<file path="config.mk">
export PLATFORM = sky130hd
export DESIGN_NAME = thor2024_agen_sched
export DESIGN_NICKNAME = d
export VERILOG_FILES = /design/src/rtl/thor2024_agen_sched.sv
export SDC_FILE = /design/constraint.sdc
export NUM_CORES = 1
export LEC_CHECK = 0
export BUFFER_PORTS_ARGS = -buffer_cell sky130_fd_sc_hd__clkbuf_2
export CORE_AREA = 4 4 351 353
export DETAILED_ROUTE_END_ITERATION = 10
export DIE_AREA = 0 0 355 357
export GPL_TIMING_DRIVEN = 0
export PLACE_DENSITY = 0.43
export SLEW_MARGIN = 10
export SYNTH_ARGS = -nofsm -noshare
export SYNTH_HDL_FRONTEND = slang
export SYNTH_SLANG_ARGS = --single-unit
</file>
<file path="constraint.sdc">
create_clock -name clk -period 9.39 [get_ports clk]
set_clock_uncertainty 0.1 [all_clocks]
set_input_delay 2.3475 -clock clk [delete_from_list [all_inputs] [get_ports clk]]
set_output_delay 2.3475 -clock clk [all_outputs]
set_load 0.02 [all_outputs]
</file>
<file path="src/rtl/thor2024_agen_sched.sv">
`default_nettype none
// ============================================================================
// Module   : thor2024_agen_sched
// Brief    : Round-robin address-generation scheduler with a two-stage
//            base+disp+(index<<scale) pipeline feeding writeback or memory.
// Revision : 1.0
// ============================================================================
module thor2024_agen_sched #(
    parameter int NREQ = 4,
    parameter int AWID = 64
) (
    input  logic                   rst,
    input  logic                   clk,
    input  logic                   flush,
    input  logic [NREQ-1:0]        req_valid,
    output logic [NREQ-1:0]        req_grant,
    input  logic [NREQ-1:0]        req_lda,
    input  logic [NREQ*AWID-1:0]   req_base,
    input  logic [NREQ*AWID-1:0]   req_index,
    input  logic [NREQ*2-1:0]      req_scale,
    input  logic [NREQ*AWID-1:0]   req_disp,
    input  logic [NREQ*5-1:0]      req_tag,
    output logic                   wb_valid,
    input  logic                   wb_ready,
    output logic                   mq_valid,
    input  logic                   mq_ready,
    output logic [AWID-1:0]        out_adr,
    output logic [4:0]             out_tag,
    output logic [31:0]            lda_count
);

    localparam int c_PTR_W = (NREQ > 1) ? $clog2(NREQ) : 1;
    localparam logic [c_PTR_W-1:0] c_PTR_RST = c_PTR_W'(NREQ - 1);

    // Stage 1: partial sums
    logic                r_s1_valid;
    logic                r_s1_lda;
    logic [4:0]          r_s1_tag;
    logic [AWID-1:0]     r_s1_bd;
    logic [AWID-1:0]     r_s1_is;

    // Stage 2: final address
    logic                r_s2_valid;
    logic                r_s2_lda;
    logic [4:0]          r_s2_tag;
    logic [AWID-1:0]     r_s2_adr;

    logic [c_PTR_W-1:0]  r_rr_ptr;
    logic [31:0]         r_lda_count;

    logic                w_s2_adv;
    logic                w_s2_open;
    logic                w_s1_free;
    logic                w_hit;
    logic                w_gnt_any;
    logic [c_PTR_W-1:0]  w_gnt_idx;
    logic [NREQ-1:0]     w_grant;

    logic [AWID-1:0]     w_base;
    logic [AWID-1:0]     w_index;
    logic [AWID-1:0]     w_disp;
    logic [1:0]          w_scale;
    logic [4:0]          w_tag;
    logic                w_lda;

    assign w_s2_adv  = r_s2_valid & (r_s2_lda ? wb_ready : mq_ready);
    assign w_s2_open = ~r_s2_valid | w_s2_adv;
    assign w_s1_free = ~r_s1_valid | w_s2_open;

    // Search begins one past the last winner so every requester gets a turn.
    always_comb begin
        w_hit     = 1'b0;
        w_gnt_idx = '0;
        for (int k = 1; k <= NREQ; k++) begin
            if (!w_hit && req_valid[(int'(r_rr_ptr) + k) % NREQ]) begin
                w_hit     = 1'b1;
                w_gnt_idx = c_PTR_W'((int'(r_rr_ptr) + k) % NREQ);
            end
        end
    end

    assign w_gnt_any = w_hit & w_s1_free & ~flush & ~rst;

    always_comb begin
        w_grant = '0;
        if (w_gnt_any) begin
            w_grant[w_gnt_idx] = 1'b1;
        end
    end

    assign req_grant = w_grant;

    assign w_base  = req_base [int'(w_gnt_idx)*AWID +: AWID];
    assign w_index = req_index[int'(w_gnt_idx)*AWID +: AWID];
    assign w_disp  = req_disp [int'(w_gnt_idx)*AWID +: AWID];
    assign w_scale = req_scale[int'(w_gnt_idx)*2 +: 2];
    assign w_tag   = req_tag  [int'(w_gnt_idx)*5 +: 5];
    assign w_lda   = req_lda  [w_gnt_idx];

    always_ff @(posedge clk or posedge rst) begin
        if (rst) begin
            r_s1_valid <= 1'b0;
            r_s1_lda   <= 1'b0;
            r_s1_tag   <= '0;
            r_s1_bd    <= '0;
            r_s1_is    <= '0;
            r_rr_ptr   <= c_PTR_RST;
        end else begin
            if (flush) begin
                r_s1_valid <= 1'b0;
            end else if (w_s1_free) begin
                r_s1_valid <= w_gnt_any;
            end
            if (w_gnt_any) begin
                r_s1_lda <= w_lda;
                r_s1_tag <= w_tag;
                r_s1_bd  <= w_base + w_disp;
                r_s1_is  <= w_index << w_scale;
                r_rr_ptr <= w_gnt_idx;
            end
        end
    end

    // S2 holds its contents whenever its sink stalls.
    always_ff @(posedge clk or posedge rst) begin
        if (rst) begin
            r_s2_valid <= 1'b0;
            r_s2_lda   <= 1'b0;
            r_s2_tag   <= '0;
            r_s2_adr   <= '0;
        end else begin
            if (flush) begin
                r_s2_valid <= 1'b0;
            end else if (w_s2_open) begin
                r_s2_valid <= r_s1_valid;
            end
            if (!flush && w_s2_open && r_s1_valid) begin
                r_s2_lda <= r_s1_lda;
                r_s2_tag <= r_s1_tag;
                r_s2_adr <= r_s1_bd + r_s1_is;
            end
        end
    end

    always_ff @(posedge clk or posedge rst) begin
        if (rst) begin
            r_lda_count <= '0;
        end else if (wb_valid && wb_ready) begin
            r_lda_count <= r_lda_count + 32'd1;
        end
    end

    assign wb_valid  = r_s2_valid &  r_s2_lda;
    assign mq_valid  = r_s2_valid & ~r_s2_lda;
    assign out_adr   = r_s2_adr;
    assign out_tag   = r_s2_tag;
    assign lda_count = r_lda_count;

endmodule
`default_nettype wire

</file>
Yosys cells after proc, flatten, opt, wreduce, memory -nomap -nowiden

Cells that the tools add are included.

Bits in registers: 240
Bits of input ports: 809
Output and inout bits: 107
Logic and storage cells: 95

Add/sub/neg operators: 7
$mul: 1
Order comparisons: 6
Shift operators: 6
Muxes and demuxes: 30
Bitwise operators: 17
Reductions and logical operators: 17

Operator list:

| operator                                                               | number |
|---|---|
| 256-bit by 9-bit indexed part select with 64-bit output                | 3 |
| 64-bit adder                                                           | 2 |
| 64-bit by 2-bit left shift with 64-bit output                          | 1 |
| 32-bit by 1-bit adder with 32-bit output (second input constant)       | 1 |
| 20-bit by 6-bit indexed part select with 5-bit output                  | 1 |
| 1-bit 2-to-1 mux                                                       | 19 |
| 3-bit by 4-bit < comparator with 1-bit output (second input constant)  | 4 |
| 1-bit binary-select mux with 2-bit select                              | 5 |
| 2-bit 2-to-1 mux                                                       | 4 |
| 2-bit OR reduction                                                     | 4 |
| 8-bit by 4-bit indexed part select with 2-bit output                   | 1 |
| 1-bit logical AND                                                      | 7 |
| 1-bit bitwise AND                                                      | 6 |
| 2-bit by 3-bit multiplier with 5-bit output (second input constant)    | 1 |
| 1-bit NOT                                                              | 5 |
| 2-bit by 1-bit adder with 2-bit output (second input constant)         | 2 |
| 2-bit adder (second input constant)                                    | 2 |
| 1-bit bitwise AND (first input constant)                               | 4 |
| 1-bit logical NOT                                                      | 4 |
| 4-bit 2-to-1 mux                                                       | 1 |
| 2-bit nonzero test                                                     | 2 |
| 2-bit by 3-bit < comparator with 1-bit output (second input constant)  | 1 |
| 1-bit demux with 2-bit select                                          | 1 |
| 2-bit by 1-bit >= comparator with 1-bit output (second input constant) | 1 |
| 1-bit OR                                                               | 2 |

Depth between registers and ports, before layout

Word-level depth: 21
Mapped depth: 22
Gate-level depth less buffers: 17

Least setup slack after synthesis

No wires, ideal clock.

Kind: in2reg
From: in req_valid[1]
To: reg r_s1_bd[50]
Arrival: 7.374 ns
Slack: 1.848 ns
Stages: 22
Cell sequence: nor2b_1 -> a21oi_1 -> o221a_2 -> clkbuf_1 -> clkbuf_1 -> clkbuf_1 -> clkbuf_1 -> clkbuf_1 -> clkbuf_1 -> a31oi_1 -> ha_1 -> clkbuf_1 -> and4_1 -> nand3_1 -> or3_1 -> nand3_1 -> a2bb2oi_1 -> a31oi_1 -> o31ai_2 -> a21boi_0 -> or4_1 -> nand3_1

Longest elaborated chain between the ends: 16

RTL lines:

| item                                                                                               | line | text |
|---|---|---|
| from (decl)                                                                                        | 15   | `input logic [NREQ-1:0] req_valid,` |
| parallel branches: the longest is 16 deep, another holds 1-bit binary-select mux with 2-bit select | --   |  |
| to (signal assigned)                                                                               | 117  | `r_s1_bd <= w_base + w_disp;` |
| to (decl)                                                                                          | 39   | `logic [AWID-1:0] r_s1_bd;` |

Several ways; the timed one is not identified. The select of a mux whose other input is x is not followed.
A chain may end at the register's enable or synchronous reset.

Final worst setup path

From: in req_valid[1]
To: reg r_s1_bd[54]

The elaborated chain is that of the path after synthesis.

==> results by group <==
Logic synthesis
  • Number of instances in the synthesized netlist: approximately 3300
  • Synth area leader: dfrtp_1
  • Share of the yosys chip area belonging to registers: approximately 26%
  • Post-Synthesis Net Count: roughly 4300
  • Post-synthesis register bit count: 240
  • Async set-reset flop share out of synthesis: 100%
  • Unique masters post-synth: 71
  • Syn Std Cell Area: about 23000 µm²
  • Warnings from Yosys: 0
  • Top cell type's share of synthesized area: approximately a quarter
  • Leading cell types by total area after synthesis: dfrtp_1 25%, nand2_1 15%, ha_1 6.8%, o21ai_0 6.6%, mux2i_1 5.2%
  • Dominant synthesized flop cell: dfrtp_1
  • Leading cell type by number of instances after synthesis: nand2_1
  • Most used standard cells in the synthesized netlist: 950 x nand2_1, 311 x o21ai_0, 238 x dfrtp_1
  • Number of synthesized flops with an enable pin: 0
  • Average footprint of a synthesized cell: 7.08 µm²

Pwr
  • Static power due to leakage: approximately 15 nW
  • Power per standard cell area: 321 nW/µm²
  • Worst vdd rail ir drop: between 0.1 and 0.15 mV

CTS
  • Number of clock sinks: 240
  • TritonCTS clock tree: done
  • Clock latency on the worst-skew pair: 0.55 ns
  • Max Root-Sink Buffers: 3
  • Clk slew on worst S/H paths: 0.06 ns
  • Number of setup buffers added after CTS: 0
  • Hold Buf Count CTS: 0
  • Root buffer selected by CTS: clkbuf_16
  • H-tree Lvls: 2
  • Total clock buffers created by CTS: 34

Timing
  • Setup-violating endpoint count in the final report: 0
  • Number of pins with negative max-slew slack in the final report: 0
  • Post-route setup slack: between 0.2 and 0.25 ns
  • RSZ-0062 raised after global routing: false
  • Final Critical Period: ~9.1 ns
  • Worst hold slack: 0.374 ns
  • Measured slew at the worst slew-check pin: around 1.2 ns
  • Highest achievable clock rate: between 100 and 150 MHz
  • Post-route clock period utilization: between 90% and 100%
  • Final hold violation count: 0
  • Worst-case headroom to the max-slew limit: 23.3%

Floorplan
  • Number of core rows: about 130
  • Standard cell core area: between 100000 and 150000 µm²
  • Vertical die dimension: between 300 and 400 µm
  • Total Die Area: roughly 130000 µm²
  • I/O pins: slightly above 900
  • Horiz. Die Dim: 355 µm
  • Effective utilization at floorplan: 19.6%

Global routing
  • Via count of the first global-routing pass: roughly 29000
  • Highest-utilization routing layer at the global route stage: met2
  • Global-route wire length before repair: between 200000 and 250000 µm
  • Largest net degree at the start of global routing: around 100
  • Overflow left after global routing: 0
  • Met2 demand-to-capacity share in global routing: between 40% and 50%
  • Initial antenna violation count: 55
  • Overall track demand over capacity in global routing: ~22%
  • Global-route met3 utilization: 3.74%
  • Met1 track demand over resource in global routing: around 28%

Placement
  • Routability congestion estimate: 0.905
  • Placement Setup Slack: -3.32 ns
  • Total half-perimeter wirelength after legalization and detailed placement: 127000 µm
  • Input/output buffers: about 920

Run status
  • Outcome: finished clean

Worst setup path
  • Crit path DAT: around 9.4 ns
  • Length in cells of the worst reg-to-reg path: 19
  • Setup slack on the worst flop-to-flop path: about 1.6 ns
  • Largest fanout of any net on the critical path: 10
  • Worst Path Required: roughly 9.7 ns
  • Endpoint kind of the worst setup timing path: register
  • Type of origin of the critical path: input pin
  • CP startpoint: req_valid[1]
  • Startpoint-to-endpoint class of the critical path: in2reg
  • Reg-to-Reg Start: r_rr_ptr[1]$_DFFE_PP1P_

Layout
  • Fin util: between 20% and 30%
  • Area delta synth->final: 33.9%
  • Net count, final: between 5000 and 6000
  • Fraction of final layout cells sized beyond drive strength 1: about a quarter

Route
  • Final ANT Viol Nets: 0
  • DRC viols: 0
  • Final wirelength: between 100000 and 150000 µm
  • Total iterations of the first detailed-routing run: 5
  • Average wire per standard cell: approximately 25 µm
  • Drt first-iter violations: approximately 1700
  • Via count: 28300
  • Vias per cell: ~4.8

Min path
  • Worst hold path depth: 2
  • Class of the worst hold path: reg2reg
  • Worst Min Path Start: out_adr[26]$_DFFE_PP0P_

Run
  • Max-cap check violation count: 0
layer usage:
| metal | part of all wire, % | vias to the layer above |
|---|---|---|
| met5 | 0.018 | - |
| met4 | 2.8 | 4 |
| met3 | 5.9 | 176 |
| met2 | 49 | 1042 |
| met1 | 42 | 13400 |
| li1 | - | 13700 |
cells in the final DEF (no fill, tap or decap), drive strengths merged, types with 5 or more instances in the layout:
master / count
nand4: 44
ha: 127
xnor2: 79
or3: 8
nor2: 81
a221oi: 8
o21ai: 313
o21a: 14
and3: 25
a211o: 8
xor2: 60
a31o: 5
o21bai: 36
nand3: 110
a21o: 66
mux2i: 123
clkbuf: 1171
a211oi: 139
nand2b: 14
o31ai: 13
o211ai: 16
nor3: 17
a21oi: 157
diode: 22
clkinv: 8
nand2: 950
and2: 136
or2: 6
buf: 27
dfrtp: 238
or4: 9
nor2b: 15
nand3b: 5
inv: 46
a31oi: 151
cell type report:
class	instances	area (µm²)
diodes	22	55.1
flip-flops and latches	240	6010
inverters	45	176
repair buffers	921	4660
well taps	1612	2020
multi-input cells	2799	16500
fillers	13900	88400
clock buffers	46	987
clock inverters	13	154
plain buffers	231	925
per-stage QoR:
stage                     total power, W  std cells  setup TNS, ns  instance area [µm²]
after floorplan                  0.00608       3319              0                23500
after global placement           0.00876       5846       -1046.77                30100
after detailed placement         0.00878       5852        -134.97                30200
after CTS                         0.0102       5907              0                31400
after global routing              0.0109       5917              0                31400
final                             0.0101       5929              0                31500
kinds of logic after synthesis:
family	Yosys count	share of synthesized area, %
xor gates and xnor gates	139	5.18
muxes	127	5.43
DFF	240	25.6
buffers and inverters	280	4.49
adders and majority gates	129	6.93
and+or+nand+nor	1433	26.7
AOI/OAI and AO/OA	971	25.7
timing repair:
item,CTS,global route
pin swaps,0,0
endpoints found under the setup margin,64,10
resized for setup,28,12
flip-flops by register name, summed over array words and instances (netlist names):
signal      flops
r_s2_lda        1
r_rr_ptr        2
out_adr        64
r_s1_bd        64
r_s1_is        64
lda_count      32
r_s1_valid      1
out_tag         5
r_s1_tag        5
r_s2_valid      1
r_s1_lda        1
worst max-delay path, stage by stage:
cell and delay [ns]:
clkbuf_2 0.12, nor2b_1 0.14, a21oi_1 0.11, o221a_2 0.54
clkbuf_4 0.43, clkbuf_2 0.42, clkbuf_4 0.48, clkbuf_1 0.55
a31oi_1 0.36, ha_1 0.34, fa_1 0.49, a211oi_1 0.34
o211a_1 0.25, o21bai_1 0.11, nor3_1 0.47, o21ai_1 0.34
a311oi_2 0.49, o221ai_1 0.32, a31oi_1 0.39, xor2_1 0.25
o21ai_0 0.11
path summary, 6_finish.rpt:
check | to
worst min register to register | out_adr[26]$_DFFE_PP0P_
worst max-delay path | r_s1_bd[54]$_DFFE_PP0P_
min in group asynchronous | out_adr[47]$_DFFE_PP0P_
worst max register to register | r_s1_bd[54]$_DFFE_PP0P_
max in group asynchronous | out_tag[3]$_DFFE_PP0P_
worst min-delay path | out_adr[26]$_DFFE_PP0P_
report_power, final:
group,internal (W),leakage (nW),switching [W],total [W]
clock network,0.000820,0.565,0.000533,0.00135
registers,0.00144,3.02,0.000396,0.00184
logic,0.00236,11.8,0.00454,0.00690
Power figures use the tool's default switching activity.
